$ cat config.mk
export PLATFORM = sky130hd
export DESIGN_NAME = rf_wb_arbiter
export DESIGN_NICKNAME = d
export VERILOG_FILES = /design/src/rtl/rf_wb_arbiter.sv
export SDC_FILE = /design/constraint.sdc
export NUM_CORES = 1
export LEC_CHECK = 0
export CAP_MARGIN = 5
export CORE_MARGIN = 4
export CORE_UTILIZATION = 45
export DETAILED_ROUTE_END_ITERATION = 8
export DONT_BUFFER_PORTS = 1
export PLACE_DENSITY = 0.69
export SLEW_MARGIN = 0
export SYNTH_ARGS = -nofsm -noshare
export SYNTH_HDL_FRONTEND = slang
export SYNTH_SLANG_ARGS = --single-unit
export TNS_END_PERCENT = 30
$ cat constraint.sdc
create_clock -name clk -period 4.7 [get_ports clk]
set_input_delay 0.47 -clock clk [delete_from_list [all_inputs] [get_ports clk]]
set_output_delay 0.47 -clock clk [all_outputs]
set_load 0.03 [all_outputs]
$ cat src/rtl/rf_wb_arbiter.sv
// Round-robin arbiter for the register file's single write port: ALU/CSR (req0)
// and LSU load (req1) write-backs, one registered write per cycle, x0 writes dropped.
module rf_wb_arbiter #(
    parameter int ADDR_WIDTH = 5,
    parameter int DATA_WIDTH = 64,
    parameter int CNT_WIDTH  = 16
) (
    input  logic                  clk,
    input  logic                  rst,
    input  logic                  req0_valid,
    output logic                  req0_ready,
    input  logic [ADDR_WIDTH-1:0] req0_addr,
    input  logic [DATA_WIDTH-1:0] req0_data,
    input  logic                  req1_valid,
    output logic                  req1_ready,
    input  logic [ADDR_WIDTH-1:0] req1_addr,
    input  logic [DATA_WIDTH-1:0] req1_data,
    output logic                  rf_wen,
    output logic [ADDR_WIDTH-1:0] rf_waddr,
    output logic [DATA_WIDTH-1:0] rf_wdata,
    output logic [CNT_WIDTH-1:0]  conflict_cnt
);

    // Handshake: a write transfers on the rising edge where reqN_valid and
    // reqN_ready are both 1; ready never depends on anything but the valids,
    // prio and rst, and a requester holds valid/addr/data until it sees ready.

    logic                  prio;       // 0: req0 preferred on contention, 1: req1
    logic                  both_valid;
    logic                  grant0;
    logic                  grant1;
    logic                  wen_q;

    always_comb begin
        grant0     = 1'b0;
        grant1     = 1'b0;
        both_valid = req0_valid & req1_valid;
        if (!rst) begin
            if (both_valid) begin
                grant0 = ~prio;
                grant1 = prio;
            end else begin
                grant0 = req0_valid;
                grant1 = req1_valid;
            end
        end
    end

    assign req0_ready = grant0;
    assign req1_ready = grant1;

    always_ff @(posedge clk) begin
        if (rst) begin
            prio <= 1'b0;
        end else if (grant0) begin
            prio <= 1'b1;
        end else if (grant1) begin
            prio <= 1'b0;
        end
    end

    always_ff @(posedge clk) begin
        if (rst) begin
            wen_q    <= 1'b0;
            rf_waddr <= '0;
            rf_wdata <= '0;
        end else if (grant0) begin
            wen_q    <= (req0_addr != '0);
            rf_waddr <= req0_addr;
            rf_wdata <= req0_data;
        end else if (grant1) begin
            wen_q    <= (req1_addr != '0);
            rf_waddr <= req1_addr;
            rf_wdata <= req1_data;
        end else begin
            wen_q    <= 1'b0;
        end
    end

    // Masking with rst keeps a write that is still in flight when reset
    // arrives from landing in the register file on the reset edge.
    assign rf_wen = wen_q & ~rst;

    always_ff @(posedge clk) begin
        if (rst) begin
            conflict_cnt <= '0;
        end else if (both_valid && (conflict_cnt != '1)) begin
            conflict_cnt <= conflict_cnt + CNT_WIDTH'(1);
        end
    end

endmodule

After elaboration in Yosys (flattened, before gate mapping). Cells that the tools add are included.

Add/subtract/negate cells: 1. Equality and inequality tests: 1. Muxes and demuxes: 12. Bitwise logic cells: 4. Reduce and logical (&&, ||, !) cells: 4.

Operators with widths (number): $mux W64 (2); $add A16 B1 Y16 const B (1); $ne A16 B16 Y1 const B (1); $mux W5 (2); $reduce_bool A5 Y1 (2); $mux W1 (8); $and A1 B1 Y1 (2); $not A1 Y1 (2); $reduce_bool A2 Y1 (1); $logic_and A1 B1 Y1 (1).

Flip-flop bits (word level): 87. Bits of input ports: 142. Output and inout bits: 88. Logic and storage cells: 27.

Longest topological paths before layout.
Depth in word-level cells: 5. Depth in mapped cells: 7. Gate-level depth less buffers: 5.

Least setup slack after synthesis. No wires, ideal clock.

Path type: input-to-output. Start point: input port req1_valid. End point: output port req0_ready. Arrival time: 1765 ps. Required time: 4230 ps. Setup slack: 2465 ps. Stages: 6. Buffers on the path: 3. Cells stage by stage: buf_2 > a21boi_1 > buf_2 > buf_1 > nand2_1 > inv_1.

Longest elaborated chain between the ends: 3.

Ends and longest elaborated chain: start: declaration (RTL line 14) `input logic req1_valid,`; $and A1 B1 Y1 (RTL line 37) `both_valid = req0_valid & req1_valid;`; $mux W1 (RTL line 39) `if (both_valid) begin`; $mux W1 (RTL line 38) `if (!rst) begin`; end: declaration (RTL line 11) `output logic req0_ready,`.

No other way between the ends.

Worst setup path after layout.
Start point: register prio. End point: output port req1_ready.

Longest elaborated chain between the ends: 2.

Ends and longest elaborated chain: start: declaration (RTL line 28) `logic prio;`; start signal: assignment (RTL line 54) `prio <= 1'b0;`; start signal: assignment (RTL line 56) `prio <= 1'b1;`; start signal: assignment (RTL line 58) `prio <= 1'b0;`; $mux W1 (RTL line 39); $mux W1 (RTL line 38); end: declaration (RTL line 15) `output logic req1_ready,`.

No other way between the ends.

==> results.ini <==
[outcome]
status=finished clean

[floorplanning]
die_height_um=97.6
core_um2=7770
row_count=32
initial_utilization=0.465
die_x_um=97.6
die_area_um2=9520
num_io_pins=230

[detailed_routing]
detail_route.wl_per_cell_um=20.2
drt_iter0_drc=204
ant_nets=0
vias=3201
vias_per_cell=6.31
drc=0
routed_wl_mm=10.2
first_pass_iters=5

[placement]
placed_cells=491
place_hpwl_mm=7.53
io_buffers=0
finalWeightedCongestion=0.873

[global_routing]
grtUsageMet2=0.351
grt_usage=0.207
grt_pass1_vias=2982
grt_max_degree=89
grt_first_pass_wirelength_mm=15.9
met3_usage=0.0883
gr-usage-met1=0.233
antenna_found_initial=0
grt_busiest_layer=met2
grt_overflow=0

[layout]
ff_latch_area_um2=1740
n_fill_cell=743
multi_input_area_um2=1720
diodes=0
area_growth_pct=9.19
fin_cells=507
drive_above_1_share=0.0667
layout.nets=543

[clocking]
clock_latency_ns=0.34
cts-root-buf=clkbuf_8
hold_buffers=0
cts.sinks=87
htreeDepth=3
numCtsBuffers=9
ctsResizeCount=0
clk_path_buf_depth=2
clkTransAtPathRegs_ns=0.08
cts_tree=done
post_cts_buffers=0

[timing]
slew_headroom=0.538
setup_viol=0
drv_slew=0
fmax_ghz=0.383
fin_tns_setup_ns=0
rsz0062_at_grt=no
post-route-period-util=0.555
period_minus_slack_ns=2.61
finalHoldViolCount=0
tightest_slew_ns=0.693
clock_skew_ns=0.00450

[min_path]
hold_end=conflict_cnt[8]
hold_class=input port to register
hp-start=rst
worst_hold_path.num_cells=1

[synthesis]
syn_inst=420
synth_xor_area_frac=0
yosys_warnings=0
synth-adder-area-share=0.00347
yosysSeqAreaShare=0.482
synth_top_family_by_area=compound AO/OA/AOI/OAI gates
synth_compound_area_frac=0.285
yosysUniqueCellTypes=40
synthMuxAreaShare=0.00901
avgSynthCellArea_um2=8.59
synth-simple-area-share=0.171
syn_area_um2=3610
syn-num-nets=563
ys_seq_elements=87

[run]
maxCapViolations=0

[worst_setup_path]
crit_path_end_kind=primary output
r2r-start=conflict_cnt[7]
start_kind=register
regToRegSetupSlack_ns=2.40
critPathKind=register to primary output
cp.arrival_ns=2.14
reg2reg_depth=4
required_ns=4.23
r2r_end=conflict_cnt[0]
crit_fanout=37

[pwr]
worst_ir_drop_vdd_mv=0.199
p_leak_nw=1.31
p_per_area_nw_per_um2=458

==> cell type report <==
class,count,share of cell area
clock buffers,10,0.0324
clock inverters,6,0.0457
inverters,7,0.00667
multi-input cells,292,0.435
flip-flops and latches,87,0.442
well taps,102,0.0324
repair buffers,3,0.00571
==> per-layer routing <==
metal	vias to the layer above	part of all wire
li1	1520	-
met1	1469	0.38
met2	196	0.49
met3	16	0.12
met4	0	0.019
met5	-	0
==> per-stage QoR <==
| stage | total power, W | utilization | hold slack [ns] | cell area, um^2 | worst slack, ns |
|---|---|---|---|---|---|
| after CTS | 0.00183 | 0.507 | 0.164 | 3940 | 2.09 |
| after detailed placement | 0.00105 | 0.468 | 0.549 | 3630 | 2.42 |
| after global routing | 0.00188 | 0.507 | 0.157 | 3940 | 1.91 |
| final | 0.00180 | 0.507 | 0.185 | 3940 | 2.09 |
| after floorplan | 0.00103 | - | 0.497 | 3610 | 2.47 |
| after global placement | 0.00105 | 0.468 | 0.546 | 3630 | 2.48 |
==> how the worst max path moves through the flow <==
stage                     startpoint  cells after the start  slack (ns)    endpoint
after floorplan           req1_valid                      6        2.47  req0_ready
after global placement           rst                      3        2.48  req1_ready
after detailed placement         rst                      3        2.42  req1_ready
after CTS                       prio                      3        2.09  req1_ready
after global routing            prio                      3        1.91  req1_ready
final                           prio                      3        2.09  req1_ready
==> where the power goes <==
part	internal, W	leakage, nW	switching, W
Combinational	0.0000512	0.445	0.0000743
Sequential	0.000784	0.716	0.000125
Clock	0.000515	0.151	0.000254
Total	0.00135	1.31	0.000454
==> registers in the layout, summed over array words and instances (netlist names) <==
signal and cells:
conflict_cnt 16, prio 1, rf_waddr 5, rf_wdata 64, wen_q 1
==> kinds of logic (layout without fill, tap and decap cells) <==
kind of cell | count (synthesis) | in the layout
compound gates | 160 | 160
simple gates | 128 | 128
flops | 87 | 87
buf+inv | 41 | 26
mux | 3 | 3
fa+ha+maj | 1 | 1
==> Yosys cell counts, drive strengths merged <==
library cell   n  area share
o21ai          6      0.0083
a211oi         1      0.0021
a21oi         73        0.10
nand2         69       0.072
nor2          13       0.014
and3           3      0.0052
a22oi         59        0.12
inv            7      0.0073
nand3          9       0.012
dlygate4sd1    1      0.0024
mux2           2      0.0062
a41oi          1      0.0024
mux2i          1      0.0028
a222oi         9       0.025
nand2b         1      0.0017
a32oi          1      0.0024
or3            4      0.0069
and4           2      0.0052
nand4          5       0.010
nor4           4      0.0087
clkbuf        25       0.026
or4           10       0.021
a31oi          1      0.0017
nor3           5      0.0083
nor2b          3      0.0052
a21boi         1      0.0021
dfxtp         87        0.48
o21a           1      0.0021
buf            8       0.014
o31ai          7       0.015
ha             1      0.0035
==> cells in the final DEF, fill, tap and decap left out, drive strengths merged <==
cell type,count
a211oi,1
a21boi,1
a21oi,73
a222oi,9
a22oi,59
a31oi,1
a32oi,1
a41oi,1
and3,3
and4,2
buf,3
bufinv,6
clkbuf,10
dfxtp,87
ha,1
inv,7
mux2,2
mux2i,1
nand2,69
nand2b,1
nand3,9
nand4,5
nor2,13
nor2b,3
nor3,5
nor4,4
o21a,1
o21ai,6
o31ai,7
or3,4
or4,10
==> critical path: stages, from the launching register on <==
cell and delay, ns:
dfxtp_1 0.44, nand2b_1 0.21, and3_2 0.62, buf_4 0.50
No activity file was read; power rests on OpenSTA's default activity.
